<file path="config.mk">
export PLATFORM = sky130hd
export DESIGN_NAME = plic_gateway
export DESIGN_NICKNAME = d
export VERILOG_FILES = /design/src/rtl/plic_gateway.sv
export SDC_FILE = /design/constraint.sdc
export NUM_CORES = 1
export LEC_CHECK = 0
export CAP_MARGIN = 20
export CORE_MARGIN = 2
export CORE_UTILIZATION = 50
export CTS_CLUSTER_SIZE = 40
export DETAILED_ROUTE_END_ITERATION = 10
export GPL_ROUTABILITY_DRIVEN = 1
export PLACE_DENSITY = 0.74
export SETUP_SLACK_MARGIN = 0.15
export SYNTH_ARGS = -nofsm -noshare
export SYNTH_HDL_FRONTEND = slang
export SYNTH_SLANG_ARGS = --single-unit
export TNS_END_PERCENT = 20
</file>
<file path="constraint.sdc">
create_clock -name plic_clock_i -period 7.5 [get_ports plic_clock_i]
set_input_delay 2.25 -clock plic_clock_i [delete_from_list [all_inputs] [get_ports plic_clock_i]]
set_output_delay 2.25 -clock plic_clock_i [all_outputs]
set_load 0.01 [all_outputs]
</file>
<file path="src/rtl/plic_gateway.sv">
// plic_gateway: interrupt gateway in front of a PLIC.
// Turns raw level/edge interrupt lines into at most one outstanding request
// per source, holds it until claimed, and masks the source until completed.
// Edge sources keep a saturating count of edges that have not been forwarded.
// Optional macro PLIC_GATEWAY_SYNC_EN inserts a 2-flop synchronizer on each
// raw line for asynchronous peripherals (adds 2 cycles of latency).

module plic_gateway #(
    parameter int NUM_SRC = 7,
    parameter int IDW     = 3,
    parameter int CNT_W   = 3
) (
    input  logic               plic_clock_i,
    input  logic               plic_reset_i,
    input  logic [NUM_SRC-1:0] irq_raw_i,
    input  logic [NUM_SRC-1:0] edge_mode_i,
    input  logic               claim_valid_i,
    input  logic [IDW-1:0]     claim_id_i,
    input  logic               complete_valid_i,
    input  logic [IDW-1:0]     complete_id_i,
    output logic [NUM_SRC-1:0] int_o,
    output logic [NUM_SRC-1:0] busy_o,
    output logic [NUM_SRC-1:0] overflow_o
);

    typedef enum logic [1:0] {
        ST_IDLE = 2'd0,
        ST_PEND = 2'd1,
        ST_INFL = 2'd2
    } state_e;

    localparam logic [CNT_W-1:0] CNT_MAX = {CNT_W{1'b1}};

    logic [NUM_SRC-1:0] s;
    logic [NUM_SRC-1:0] s_prev_q, s_prev_d;
    logic [NUM_SRC-1:0] rise;
    logic [NUM_SRC-1:0] claim_hit;
    logic [NUM_SRC-1:0] complete_hit;
    logic [NUM_SRC-1:0] consume;

    state_e             state_q [NUM_SRC];
    state_e             state_d [NUM_SRC];
    logic [CNT_W-1:0]   cnt_q   [NUM_SRC];
    logic [CNT_W-1:0]   cnt_d   [NUM_SRC];
    logic [NUM_SRC-1:0] ovf_q, ovf_d;
    logic [NUM_SRC-1:0] int_q, int_d;
    logic [NUM_SRC-1:0] busy_q, busy_d;

`ifdef PLIC_GATEWAY_SYNC_EN
    logic [NUM_SRC-1:0] sync1_q, sync1_d;
    logic [NUM_SRC-1:0] sync2_q, sync2_d;

    // Two-stage shift of the raw lines toward the clock domain.
    always_comb begin
        sync1_d = irq_raw_i;
        sync2_d = sync1_q;
    end

    // Synchronizer flops, cleared on reset so no stale edge survives it.
    always_ff @(posedge plic_clock_i) begin
        if (plic_reset_i) begin
            sync1_q <= '0;
            sync2_q <= '0;
        end else begin
            sync1_q <= sync1_d;
            sync2_q <= sync2_d;
        end
    end

    assign s = sync2_q;
`else
    assign s = irq_raw_i;
`endif

    assign rise = s & ~s_prev_q;

    // Decode the claim/complete strobes into one hit bit per source; IDs 0
    // and above NUM_SRC match no source and are therefore ignored.
    always_comb begin
        claim_hit    = '0;
        complete_hit = '0;
        for (int n = 0; n < NUM_SRC; n++) begin
            claim_hit[n]    = claim_valid_i    && (claim_id_i    == IDW'(n + 1));
            complete_hit[n] = complete_valid_i && (complete_id_i == IDW'(n + 1));
        end
    end

    // Per-source request FSM, pending-edge counter and sticky overflow.
    always_comb begin
        s_prev_d = s;
        consume  = '0;
        ovf_d    = ovf_q;
        int_d    = '0;
        busy_d   = '0;
        for (int n = 0; n < NUM_SRC; n++) begin
            state_d[n] = state_q[n];
            cnt_d[n]   = cnt_q[n];

            case (state_q[n])
                ST_IDLE: begin
                    if (edge_mode_i[n]) begin
                        if ((cnt_q[n] != '0) || rise[n]) begin
                            state_d[n] = ST_PEND;
                            consume[n] = 1'b1;
                        end
                    end else if (s[n]) begin
                        state_d[n] = ST_PEND;
                    end
                end
                ST_PEND: begin
                    if (claim_hit[n]) begin
                        state_d[n] = ST_INFL;
                    end
                end
                ST_INFL: begin
                    if (complete_hit[n]) begin
                        state_d[n] = ST_IDLE;
                    end
                end
                default: begin
                    state_d[n] = ST_IDLE;
                end
            endcase

            // A new edge on the consume cycle is the unit being forwarded, so
            // the count only drops when the request came from stored edges.
            if (!edge_mode_i[n]) begin
                cnt_d[n] = '0;
            end else if (consume[n]) begin
                if (!rise[n]) begin
                    cnt_d[n] = cnt_q[n] - CNT_W'(1);
                end
            end else if (rise[n]) begin
                if (cnt_q[n] == CNT_MAX) begin
                    ovf_d[n] = 1'b1;
                end else begin
                    cnt_d[n] = cnt_q[n] + CNT_W'(1);
                end
            end

            int_d[n]  = (state_d[n] == ST_PEND);
            busy_d[n] = (state_d[n] == ST_INFL);
        end
    end

    // State, counters and registered outputs; reset wins over all strobes.
    always_ff @(posedge plic_clock_i) begin
        if (plic_reset_i) begin
            for (int n = 0; n < NUM_SRC; n++) begin
                state_q[n] <= ST_IDLE;
                cnt_q[n]   <= '0;
            end
            s_prev_q <= '0;
            ovf_q    <= '0;
            int_q    <= '0;
            busy_q   <= '0;
        end else begin
            for (int n = 0; n < NUM_SRC; n++) begin
                state_q[n] <= state_d[n];
                cnt_q[n]   <= cnt_d[n];
            end
            s_prev_q <= s_prev_d;
            ovf_q    <= ovf_d;
            int_q    <= int_d;
            busy_q   <= busy_d;
        end
    end

    assign int_o      = int_q;
    assign busy_o     = busy_q;
    assign overflow_o = ovf_q;

endmodule

</file>
# Word level (Yosys, flattened, before mapping)
# Memory sizes are Yosys's and may differ from the RTL's.
# Cells that the tools add are included.
dict set report word_totals {
  latch_bits 0
  ram_bits 35
  mem_count 2
  out_inout_bits 21
  rom_bits 0
  inputBits 24
  reg_bits 28
}
dict set report op_classes {
  add_sub_neg 14
  n_shift 0
  n_eq_ne 49
  n_lt_le_gt_ge 0
  n_mul 0
  div_mod_pow 0
  reduce_logical 42
  muxes 115
  n_bitwise 23
}
# name depth width rd rd_clocked_by_memory_dff wr line_no
set memory_table {}
lappend memory_table {cnt_q 7 3 7 0 7 43} ;# logic [CNT_W-1:0] cnt_q [NUM_SRC];
lappend memory_table {state_q 7 2 7 0 7 41} ;# state_e state_q [NUM_SRC];
# op count
set ops {}
lappend ops {{$mux W3} 42}
lappend ops {{$mux W2} 42}
lappend ops {{$eq A3 B3 Y1 const B} 15}
lappend ops {{$pmux W2 S3} 7}
lappend ops {{$eq A2 B1 Y1 const B} 14}
lappend ops {{$eq A2 B2 Y1 const B} 14}
lappend ops {{$reduce_and A4 Y1} 7}
lappend ops {{$mux W1} 24}
lappend ops {{$add A3 B1 Y3 const B} 7}
lappend ops {{$reduce_bool A3 Y1} 7}
lappend ops {{$sub A3 B1 Y3 const B} 7}
lappend ops {{$logic_and A1 B1 Y1} 14}
lappend ops {{$logic_not A2 Y1} 7}
lappend ops {{$or A1 B1 Y1} 14}
lappend ops {{$eq A3 B2 Y1 const B} 4}
lappend ops {{$and A7 B7 Y7} 1}
lappend ops {{$logic_or A1 B1 Y1} 7}
lappend ops {{$not A1 Y1} 7}
lappend ops {{$not A7 Y7} 1}
lappend ops {{$eq A3 B1 Y1 const B} 2}

# Longest topological paths before layout
dict set report depth {
  ltp_word 9
  mapped_depth 8
  ltp_nobuf 7
}

# Least setup slack after synthesis
# No wires, ideal clock.
dict set report synth_path {
  path_type {in2reg}
  from {input edge_mode_i[4]}
  to {memory cnt_q[4][2]}
  required_time_ps 7366
  setup_slack_ps 3534
  stages 7
  t_arrival_ps 3831
  path_buffers 1
  path_cell_list {or3b_1 -> buf_2 -> a31o_2 -> fa_1 -> nor3_1 -> a22o_1 -> a211oi_1}
}
# item line_no
set synth_lines {}
lappend synth_lines {{from (decl)} 16} ;# input logic [NUM_SRC-1:0] edge_mode_i,
lappend synth_lines {{to (decl)} 43}

==> summary.txt <==
Timing
  – Tcrit/Tclk final: 0.5761
  – Final Setup Violations: 0
  – Worst relative slew slack: 0.6788
  – Slew Limit Fails: 0
  – Min cycle time layout: around 4.3 ns
  – Fmax: 231.4 MHz
  – Worst Tran Pin Value: 0.4797 ns
  – Skew final: roughly 0.010 ns
  – Final Hold Viols: 0
  – Setup tns final: 0 ns
  – RSZ-0062 raised after global routing: false

Die
  – Starting Density: 0.5137
  – Standard-cell row count: 29
  – Core area: about 0.0063 mm²
  – Count of boundary I/O pins: 45
  – Die Y: 84.31 µm
  – Die width: between 80 and 90 µm
  – Die area: approximately 0.0071 mm²

Min path
  – Worst Hold Depth: 2
  – HP Class: flop to flop
  – End of the worst hold path: overflow_o[1]
  – Worst hold start: overflow_o[1]

CTS
  – Root buffer cell: clkbuf_8
  – CTS H-Tree Depth: 3
  – Reg clk slew, reported paths: about 0.060 ns
  – Clk Latency, worst-skew pair: approximately 0.34 ns
  – CTS Buf Count: 9
  – Maximum clock insertion buffer count: 2
  – CTS tree: built
  – # resized after CTS: 0
  – CTS Sinks: 63
  – Hold_buf cts: 0
  – Postcts setup bufs: 0

Cells and area
  – ANT cells: 0
  – Post-route core utilization: 0.6205
  – Share of layout cells above drive strength 1: 0.06497
  – Most frequent cells in the layout: dfxtp_1 (63), clkdlybuf4s50_1 (44), nor2_1 (38)
  – Area grow syn2layout: 20.80%
  – Post-route cell area: a little under 0.004 mm²
  – Fillers: between 500 and 600
  – Commonest non-fill, non-tap cell in the layout: dfxtp_1
  – Nets: around 460

Place
  – # port buffers: 44
  – Placed inst area: 0.003737 mm²
  – Hpwl dp: 5.005 mm
  – GP Congestion: about 0.91

Worst setup path
  – Reg2reg start: state_q[4][1]
  – Largest fanout on the critical path: 8
  – Crit path DAT: 4.58 ns
  – FF-to-FF path depth: 6
  – CP startpoint kind: input pin
  – WP data required: 7.76 ns
  – CP Capture Type: flop
  – Worst R2R End: cnt_q[4][2]
  – Worst reg-to-reg setup slack: 5.23 ns
  – Crit path kind: input pin to flop

Route
  – Antenna Nets Post-Route: 0
  – Initial DRT Pass Iterations: 4
  – Routed len/inst: about 14 µm
  – Residual DRC: 0
  – Post-DR vias/cell: about 5.7
  – Iteration-0 DRC Markers: 100
  – Overall via count from detail_route: approximately 2900
  – Drt total wl: 6.863 mm

Logic synthesis
  – Synthesized area per cell: roughly 8.5 µm²
  – Most common flop cell mapped by yosys: dfxtp_1
  – EDFF count, synth: 0
  – Fraction of registers with async set/reset: 0
  – Synthesized instance count: about 380
  – Register bit count reported by yosys: 63
  – Seq/Total Area, Yosys: 0.3912
  – Yosys Warn Count: 0
  – Post-synth net total: 410
  – Yosys cell types: 50
  – Synth top area share: 0.3912
  – Area leader, netlist: dfxtp_1
  – Netlist Area Pre-Place: between 0.003 and 0.004 mm²
  – Largest cells by area after synthesis: dfxtp_1 (39%), a21oi_1 (5.3%), nor2_1 (4.4%)

GRT
  – First-pass GRT wire length: around 11 mm
  – GR Util All Layers: 0.2005
  – Initial antenna violation count: 0
  – Vias in the first global route: ~2600
  – Largest net degree at the start of global routing: 50
  – GRT overflow: 0

Power
  – Cell Pwr Density: ~190 mW/mm²
  – Total Power: 732.8 µW
  – Leak Pwr: around 0.0014 µW
  – VDD IR max: about 0.12 mV

Run
  – Max Cap Viol: 0

Status
  – Status: finished clean
[state kept, by name (all words and copies together) (netlist names)]
| register | flops |
|---|---|
| s_prev_q | 7 |
| busy_o | 7 |
| cnt_q | 21 |
| state_q | 14 |
| overflow_o | 7 |
| int_o | 7 |
[how the worst max path moves through the flow]
stage	from	slack [ns]	end
3_3_place_gp	edge_mode_i[4]	2.95	cnt_q[4][2]
3_5_place_dp	edge_mode_i[3]	2.85	cnt_q[3][1]
5_1_grt	edge_mode_i[3]	3.04	cnt_q[3][1]
4_1_cts	edge_mode_i[4]	3.24	cnt_q[4][2]
6_report	edge_mode_i[4]	3.18	cnt_q[4][2]
2_1_floorplan	edge_mode_i[4]	3.53	cnt_q[4][2]
[synth_stat cells, drive strengths merged (4+ instances only)]
| cell | count |
|---|---|
| nor2 | 39 |
| or3 | 8 |
| mux2 | 4 |
| and3 | 10 |
| o21ai | 14 |
| mux2i | 5 |
| nor2b | 18 |
| clkbuf | 7 |
| nor3 | 27 |
| nand3 | 11 |
| nand2b | 13 |
| inv | 22 |
| nand2 | 18 |
| nand3b | 5 |
| a21oi | 34 |
| a2111oi | 5 |
| nor3b | 14 |
| a211oi | 7 |
| dfxtp | 63 |
| fa | 7 |
| a221oi | 4 |
[metrics by stage]
stage               hold WS, ns  setup WS (ns)  std cells
floorplan                0.4612          3.534        379
detailed placement       0.4427          2.846        493
global route             0.4646          3.043        508
finish                   0.4457          3.179        508
global placement         0.4327          2.952        493
CTS                      0.4512          3.237        508
[per-layer routing]
metal,GRT usage,vias up,part of all wire
met2,0.3117,78,0.45
met1,0.2545,1311,0.48
met4,0.09384,0,0.017
li1,-,1481,-
met5,0,-,0
met3,0.06293,14,0.045
[report_power, final]
group          total [µW]  switching [µW]  internal [µW]  leakage [µW]
combinational         120            62.4           58.0      0.000786
sequential            363            13.1            350      0.000515
clock                 250             123            127     0.0000805
total                 733             198            535       0.00138
[worst max-delay path, stage by stage]
cell,delay [ns]
clkdlybuf4s50_1,0.52
or3b_1,0.49
a31o_2,0.28
fa_1,0.44
nor3_1,0.29
a211oi_1,0.09
a211oi_1,0.20
[cell type report]
class | instances | area (µm²) | area share
clock inverter | 1 | 5.005 | 0.001285
inverter | 22 | 82.58 | 0.02120
timing repair buffer | 45 | 447.9 | 0.1150
clock buffer | 14 | 152.6 | 0.03919
sequential | 63 | 1261 | 0.3238
tap | 77 | 96.34 | 0.02473
multi-input combinational | 286 | 1849 | 0.4748
[kinds of logic (layout without fill, tap and decap cells)]
kind of cell,Yosys count,in the layout,synth area share
buffers and inverters,30,82,0.03531
and+or+nand+nor,178,178,0.3139
xor gates and xnor gates,3,3,0.008150
AOI/OAI and AO/OA,89,89,0.1785
adders and majority gates,7,7,0.04346
DFF,63,63,0.3912
muxes,9,9,0.02949
Note: power is estimated with default switching activity, not from simulation.
